==> src/rtl/sersub_pkg.sv <==
// Shared types and sizing helpers for the digit-serial subtractor.
// Step count N = WIDTH/DIGIT; the step counter must be able to hold N.
package sersub_pkg;

    typedef enum logic [1:0] {
        IDLE = 2'd0,
        BUSY = 2'd1,
        DONE = 2'd2
    } sersub_state_t;

    function automatic int sersub_steps(input int width, input int digit);
        return width / digit;
    endfunction

    function automatic int sersub_cnt_w(input int width, input int digit);
        return $clog2(sersub_steps(width, digit) + 1);
    endfunction

endpackage

==> src/rtl/serial_subtractor_fs_cell.sv <==
// One-bit full subtractor: d = x - y - bi, bo set when the bit underflows.
module fs_cell (
    input  logic x,
    input  logic y,
    input  logic bi,
    output logic d,
    output logic bo
);

    assign d  = x ^ y ^ bi;
    assign bo = (~x & y) | (~(x ^ y) & bi);

endmodule

==> src/rtl/serial_subtractor.sv <==
// Digit-serial WIDTH-bit subtractor, DIGIT bits per cycle, valid/ready on both sides.
// Optional signed-overflow output ovf is built when SERSUB_OVF_EN is defined.
module serial_subtractor
    import sersub_pkg::*;
#(
    parameter int WIDTH = 8,
    parameter int DIGIT = 2
) (
    input  logic             clk,
    input  logic             rst_n,
    input  logic             in_valid,
    output logic             in_ready,
    input  logic [WIDTH-1:0] a,
    input  logic [WIDTH-1:0] b,
    input  logic             borrow_in,
    output logic             out_valid,
    input  logic             out_ready,
    output logic [WIDTH-1:0] diff,
    output logic             borrow_out,
    output logic             busy
`ifdef SERSUB_OVF_EN
    ,
    output logic             ovf
`endif
);

    localparam int N  = sersub_steps(WIDTH, DIGIT);
    localparam int CW = sersub_cnt_w(WIDTH, DIGIT);

    if (DIGIT < 1 || (WIDTH % DIGIT) != 0) begin : g_bad_digit
        $error("serial_subtractor: WIDTH must be a multiple of DIGIT");
    end

    // in/out handshakes: a transfer happens on a rising edge where valid and ready are both high.
    sersub_state_t    state, state_next;
    logic [CW-1:0]    step;
    logic [WIDTH-1:0] a_sh, b_sh, res_sh, res_next;
    logic             brw;
    logic [DIGIT-1:0] slice_d, chain_bi, chain_bo;
    logic             last_step;

    assign last_step = (step == CW'(N - 1));

    for (genvar k = 0; k < DIGIT; k++) begin : g_cell
        if (k == 0) begin : g_first
            assign chain_bi[k] = brw;
        end else begin : g_rest
            assign chain_bi[k] = chain_bo[k-1];
        end
        fs_cell u_cell (
            .x  (a_sh[k]),
            .y  (b_sh[k]),
            .bi (chain_bi[k]),
            .d  (slice_d[k]),
            .bo (chain_bo[k])
        );
    end

    // Result slices enter at the MSB end so after N steps the LSB slice sits at bit 0.
    if (DIGIT == WIDTH) begin : g_res_full
        assign res_next = slice_d;
    end else begin : g_res_shift
        assign res_next = {slice_d, res_sh[WIDTH-1:DIGIT]};
    end

    always_comb begin
        state_next = state;
        case (state)
            IDLE:    if (in_valid)  state_next = BUSY;
            BUSY:    if (last_step) state_next = DONE;
            DONE:    if (out_ready) state_next = IDLE;
            default: state_next = IDLE;
        endcase
    end

    always_ff @(posedge clk or negedge rst_n) begin
        if (!rst_n) begin
            state <= IDLE;
        end else begin
            state <= state_next;
        end
    end

    always_ff @(posedge clk or negedge rst_n) begin
        if (!rst_n) begin
            step       <= '0;
            a_sh       <= '0;
            b_sh       <= '0;
            res_sh     <= '0;
            brw        <= 1'b0;
            diff       <= '0;
            borrow_out <= 1'b0;
`ifdef SERSUB_OVF_EN
            ovf        <= 1'b0;
`endif
        end else begin
            case (state)
                IDLE: begin
                    if (in_valid) begin
                        a_sh <= a;
                        b_sh <= b;
                        brw  <= borrow_in;
                        step <= '0;
                    end
                end
                BUSY: begin
                    a_sh   <= a_sh >> DIGIT;
                    b_sh   <= b_sh >> DIGIT;
                    res_sh <= res_next;
                    brw    <= chain_bo[DIGIT-1];
                    step   <= step + CW'(1);
                    if (last_step) begin
                        diff       <= res_next;
                        borrow_out <= chain_bo[DIGIT-1];
`ifdef SERSUB_OVF_EN
                        // On the last step cell DIGIT-1 is the MSB of the word.
                        ovf        <= chain_bi[DIGIT-1] ^ chain_bo[DIGIT-1];
`endif
                    end
                end
                default: ;
            endcase
        end
    end

    assign in_ready  = (state == IDLE);
    assign out_valid = (state == DONE);
    assign busy      = (state != IDLE);

endmodule

==> config.mk <==
export PLATFORM = sky130hd
export DESIGN_NAME = serial_subtractor
export DESIGN_NICKNAME = d
export VERILOG_FILES = /design/src/rtl/sersub_pkg.sv /design/src/rtl/serial_subtractor_fs_cell.sv /design/src/rtl/serial_subtractor.sv
export SDC_FILE = /design/constraint.sdc
export NUM_CORES = 1
export LEC_CHECK = 0
export CORE_MARGIN = 3
export CORE_UTILIZATION = 45
export DETAILED_ROUTE_END_ITERATION = 8
export PLACE_DENSITY_LB_ADDON = 0.08
export REMOVE_ABC_BUFFERS = 1
export SYNTH_ARGS = -nofsm -noshare
export SYNTH_HDL_FRONTEND = slang
export SYNTH_SLANG_ARGS = --single-unit
==> constraint.sdc <==
create_clock -name clk -period 2.8 [get_ports clk]
set_clock_uncertainty 0.05 [all_clocks]
set_input_delay 0.7 -clock clk [delete_from_list [all_inputs] [get_ports clk]]
set_output_delay 0.7 -clock clk [all_outputs]
set_load 0.01 [all_outputs]
==> impl_metrics.csv <==
group,metric,value,unit
timing,max_slew_margin,47.75,%
die,dieArea,0.004640,mm²
place,dp_hpwl,2.358,mm
critical_path,cp_num_buf_inv,2,
critical_path,path_delay_family,"buffers and inverters",
run_status,outcome,"finished, final reports clean",
finish,nNetsFinal,215,
clocking,cts_max_level,2,
synthesis,synthesis.area,0.001737,mm²
routing,antenna_left,0,
routing,routed_via_density,5.561,
synthesis,synth_fa_ha_area_share,3.746,%
place,placed_area,0.002043,mm²
finish,fillCellCount,307,
critical_path,end_kind,"primary output",
routing,dr.pass1.iters,4,
clocking,cts_inserted_buffers,5,
clocking,post_cts_buffers,0,
global_route,grt_remaining_overflow,0,
finish,final_cells,237,
critical_path,start_kind,"register",
timing,fmax,396.0,MHz
die,rows,21,
clocking,root_buffer,"clkbuf_8",
synthesis,synth_cell_types,27,
pwr,leakagePower,0.9600,nW
die,die_x,68.12,µm
timing,max_slew.worst_pin.slew,0.7838,ns
pwr,ir_drop,465.7,µV
clocking,insertion_delay,0.29,ns
synthesis,yosys.area_share.simple,14.77,%
routing,drt_iter0_markers,129,
timing,slew_violations,0,
clocking,cts_buffer_depth,2,
synthesis,synth_top_area_share,53.31,%
finish,finalInstanceArea,0.002160,mm²
synthesis,synthMuxAreaShare,5.620,%
timing,hold_slack,0.4229,ns
die,core_region_area,0.003521,mm²
routing,drc,0,
synthesis,post_synth.cell_area_avg,10.99,µm²
timing,post-route-period-util,90.18,%
clocking,clkSinkCount,37,
place,port_buffers,32,
clocking,cts_resized,0,
clocking,tritoncts,"built",
global_route,grt_use_total,17.44,%
synthesis,synth.area.top_cells,"dfrtp_1 53%, nand2_1 5.2%, o21ai_0 4.6%, mux2_4 4.3%, o22ai_1 4.3%",
place,dp_cells,229,
clocking,cts_hold_buf,0,
critical_path,cp.required,2.05,ns
worst_hold_path,hp-class,"register to register",
synthesis,yosysTopAreaCell,"dfrtp_1",
synthesis,synth_edf_count,0,
synthesis,yosys_warnings,0,
die,start_util,49.32,%
timing,rsz0062_at_grt,"false",
critical_path,arrival,1.77,ns
synthesis,seq_area_frac_synth,53.31,%
global_route,grt_pass1_wl,5.878,mm
routing,vias,1318,
synthesis,synthCells,158,
pwr,p_per_area,1160,mW/mm²
timing,setup_violations,0,
critical_path,cp_slowest_cell,"dfrtp_1",
timing,hold_viol_final,0,
synthesis,async_reset_ff_share,100.0,%
synthesis,ys_seq_elements,37,
job,maxCapViolations,0,
global_route,grt_antenna_before_repair,0,
critical_path,cpPeakStageDelay,0.54,ns
synthesis,synth_compound_area_share,15.63,%
routing,routedWlPerCell,14.61,µm
global_route,grt_start_max_net_pins,38,
synthesis,synth_flop_cell,"dfrtp_1",
critical_path,crit_chain,"or2_2 > inv_1 > clkdlybuf4s50_1",
critical_path,worstPathMaxFanout,16,
timing,tns,0,ns
synthesis,synth_top_family_by_area,"compound AO/OA/AOI/OAI gates",
synthesis,synth-xor-area-share,0,%
timing,layout_min_cycle_time,2.525,ns
finish,drive_above_1_share,12.04,%
critical_path,setup.worst_path.class,"register to primary output",
global_route,first_global_vias,1309,
finish,antenna_cells,0,
die,die_y,68.12,µm
place,place.gp.congestion,0.7633,
clocking,clk_pin_slew_worst_paths,0.07,ns
die,io_pins,33,
finish,synthToLayoutAreaGrowth,24.35,%
routing,wirelength,3.462,mm
registers in the layout, summed over array words and instances (netlist names):
register	flops
b_sh	8
step	3
a_sh	8
state	2
borrow_out	1
brw	1
res_sh	6
diff	8
tightest hold or removal path: stages (launching register included):
cell     delay, ns
dfrtp_1       0.34
nand2_1       0.05
nand2_1       0.06
path summary, 6_finish.rpt:
path	from	cells after the start	end	slack, ns
max in group asynchronous	rst_n	2	b_sh[7]	1.58
max	state[1]	3	in_ready	0.28
min reg2reg	res_sh[2]	2	res_sh[2]	0.42
max reg2reg	a_sh[0]	5	diff[7]	1.01
min	res_sh[2]	2	res_sh[2]	0.42
min in group asynchronous	rst_n	2	diff[1]	0.78
power breakdown:
group / internal [W] / total (W) / switching [W]
logic: 0.000529 / 0.00106 / 0.000530
clock network: 0.000290 / 0.000472 / 0.000181
registers: 0.000790 / 0.000975 / 0.000185
total: 0.00161 / 0.00250 / 0.000896
final cells by class:
cell class	instances	area (µm²)	share of cell area (%)
Sequential cell	37	925.9	42.87
Tap cell	46	57.56	2.665
Clock buffer	7	86.33	3.998
Clock inverter	1	30.03	1.390
Timing Repair Buffer	35	342.8	15.87
Inverter	7	26.28	1.217
Multi-Input combinational cell	104	690.7	31.98
cell usage in the layout, fill, tap and decap left out:
master and count:
inv_1 7, o21ai_0 16, nand2_1 24, nor3_1 12, o32ai_2 1, dfrtp_1 37, nand2b_4 1, ha_1 2
nand2b_1 1, and2b_1 1, clkdlybuf4s50_1 32, o22ai_1 12, a211oi_1 1, nand3b_4 1, mux2_2 2, a221oi_2 1
and2b_2 1, clkbuf_8 6, o32ai_1 8, mux2_4 5, clkbuf_1 1, or2_1 1, fa_1 2, o31ai_1 1
bufinv_16 1, buf_4 3, or2_2 1, nor2_1 10
per-stage QoR:
| step | util (%) | total power, W | setup slack [ns] |
|---|---|---|---|
| floorplan | - | 0.001648 | 0.9035 |
| global placement | 58.03 | 0.002019 | 0.6170 |
| detailed placement | 58.03 | 0.002060 | 0.5844 |
| CTS | 61.34 | 0.002534 | 0.2605 |
| global route | 61.34 | 0.002731 | 0.1636 |
| finish | 61.34 | 0.002505 | 0.2750 |
synth_stat cells (2+ instances only):
| cell | number |
|---|---|
| nor2_1 | 10 |
| clkbuf_8 | 3 |
| mux2_4 | 5 |
| nand2_1 | 24 |
| nor3_1 | 12 |
| buf_6 | 3 |
| buf_2 | 3 |
| o21ai_0 | 16 |
| dfrtp_1 | 37 |
| o32ai_1 | 8 |
| ha_1 | 2 |
| mux2_2 | 2 |
| fa_1 | 2 |
| inv_1 | 7 |
| o22ai_1 | 12 |
routing by layer:
layer | global-route usage, % | wire, µm
met1 | 21.50 | 1491
met2 | 27.44 | 1729
met3 | 6.076 | 195
met4 | 7.940 | 46
met5 | 0 | 0
cells by family (layout without fill, tap and decap cells):
group | after synthesis | count (layout)
flip-flops | 37 | 37
AO/OA/AOI/OAI | 40 | 40
buffers and inverters | 17 | 50
multiplexers | 7 | 7
AND/OR/NAND/NOR | 53 | 53
adder cells (fa/ha/maj) | 4 | 4
No activity file was read; power rests on OpenSTA's default activity.
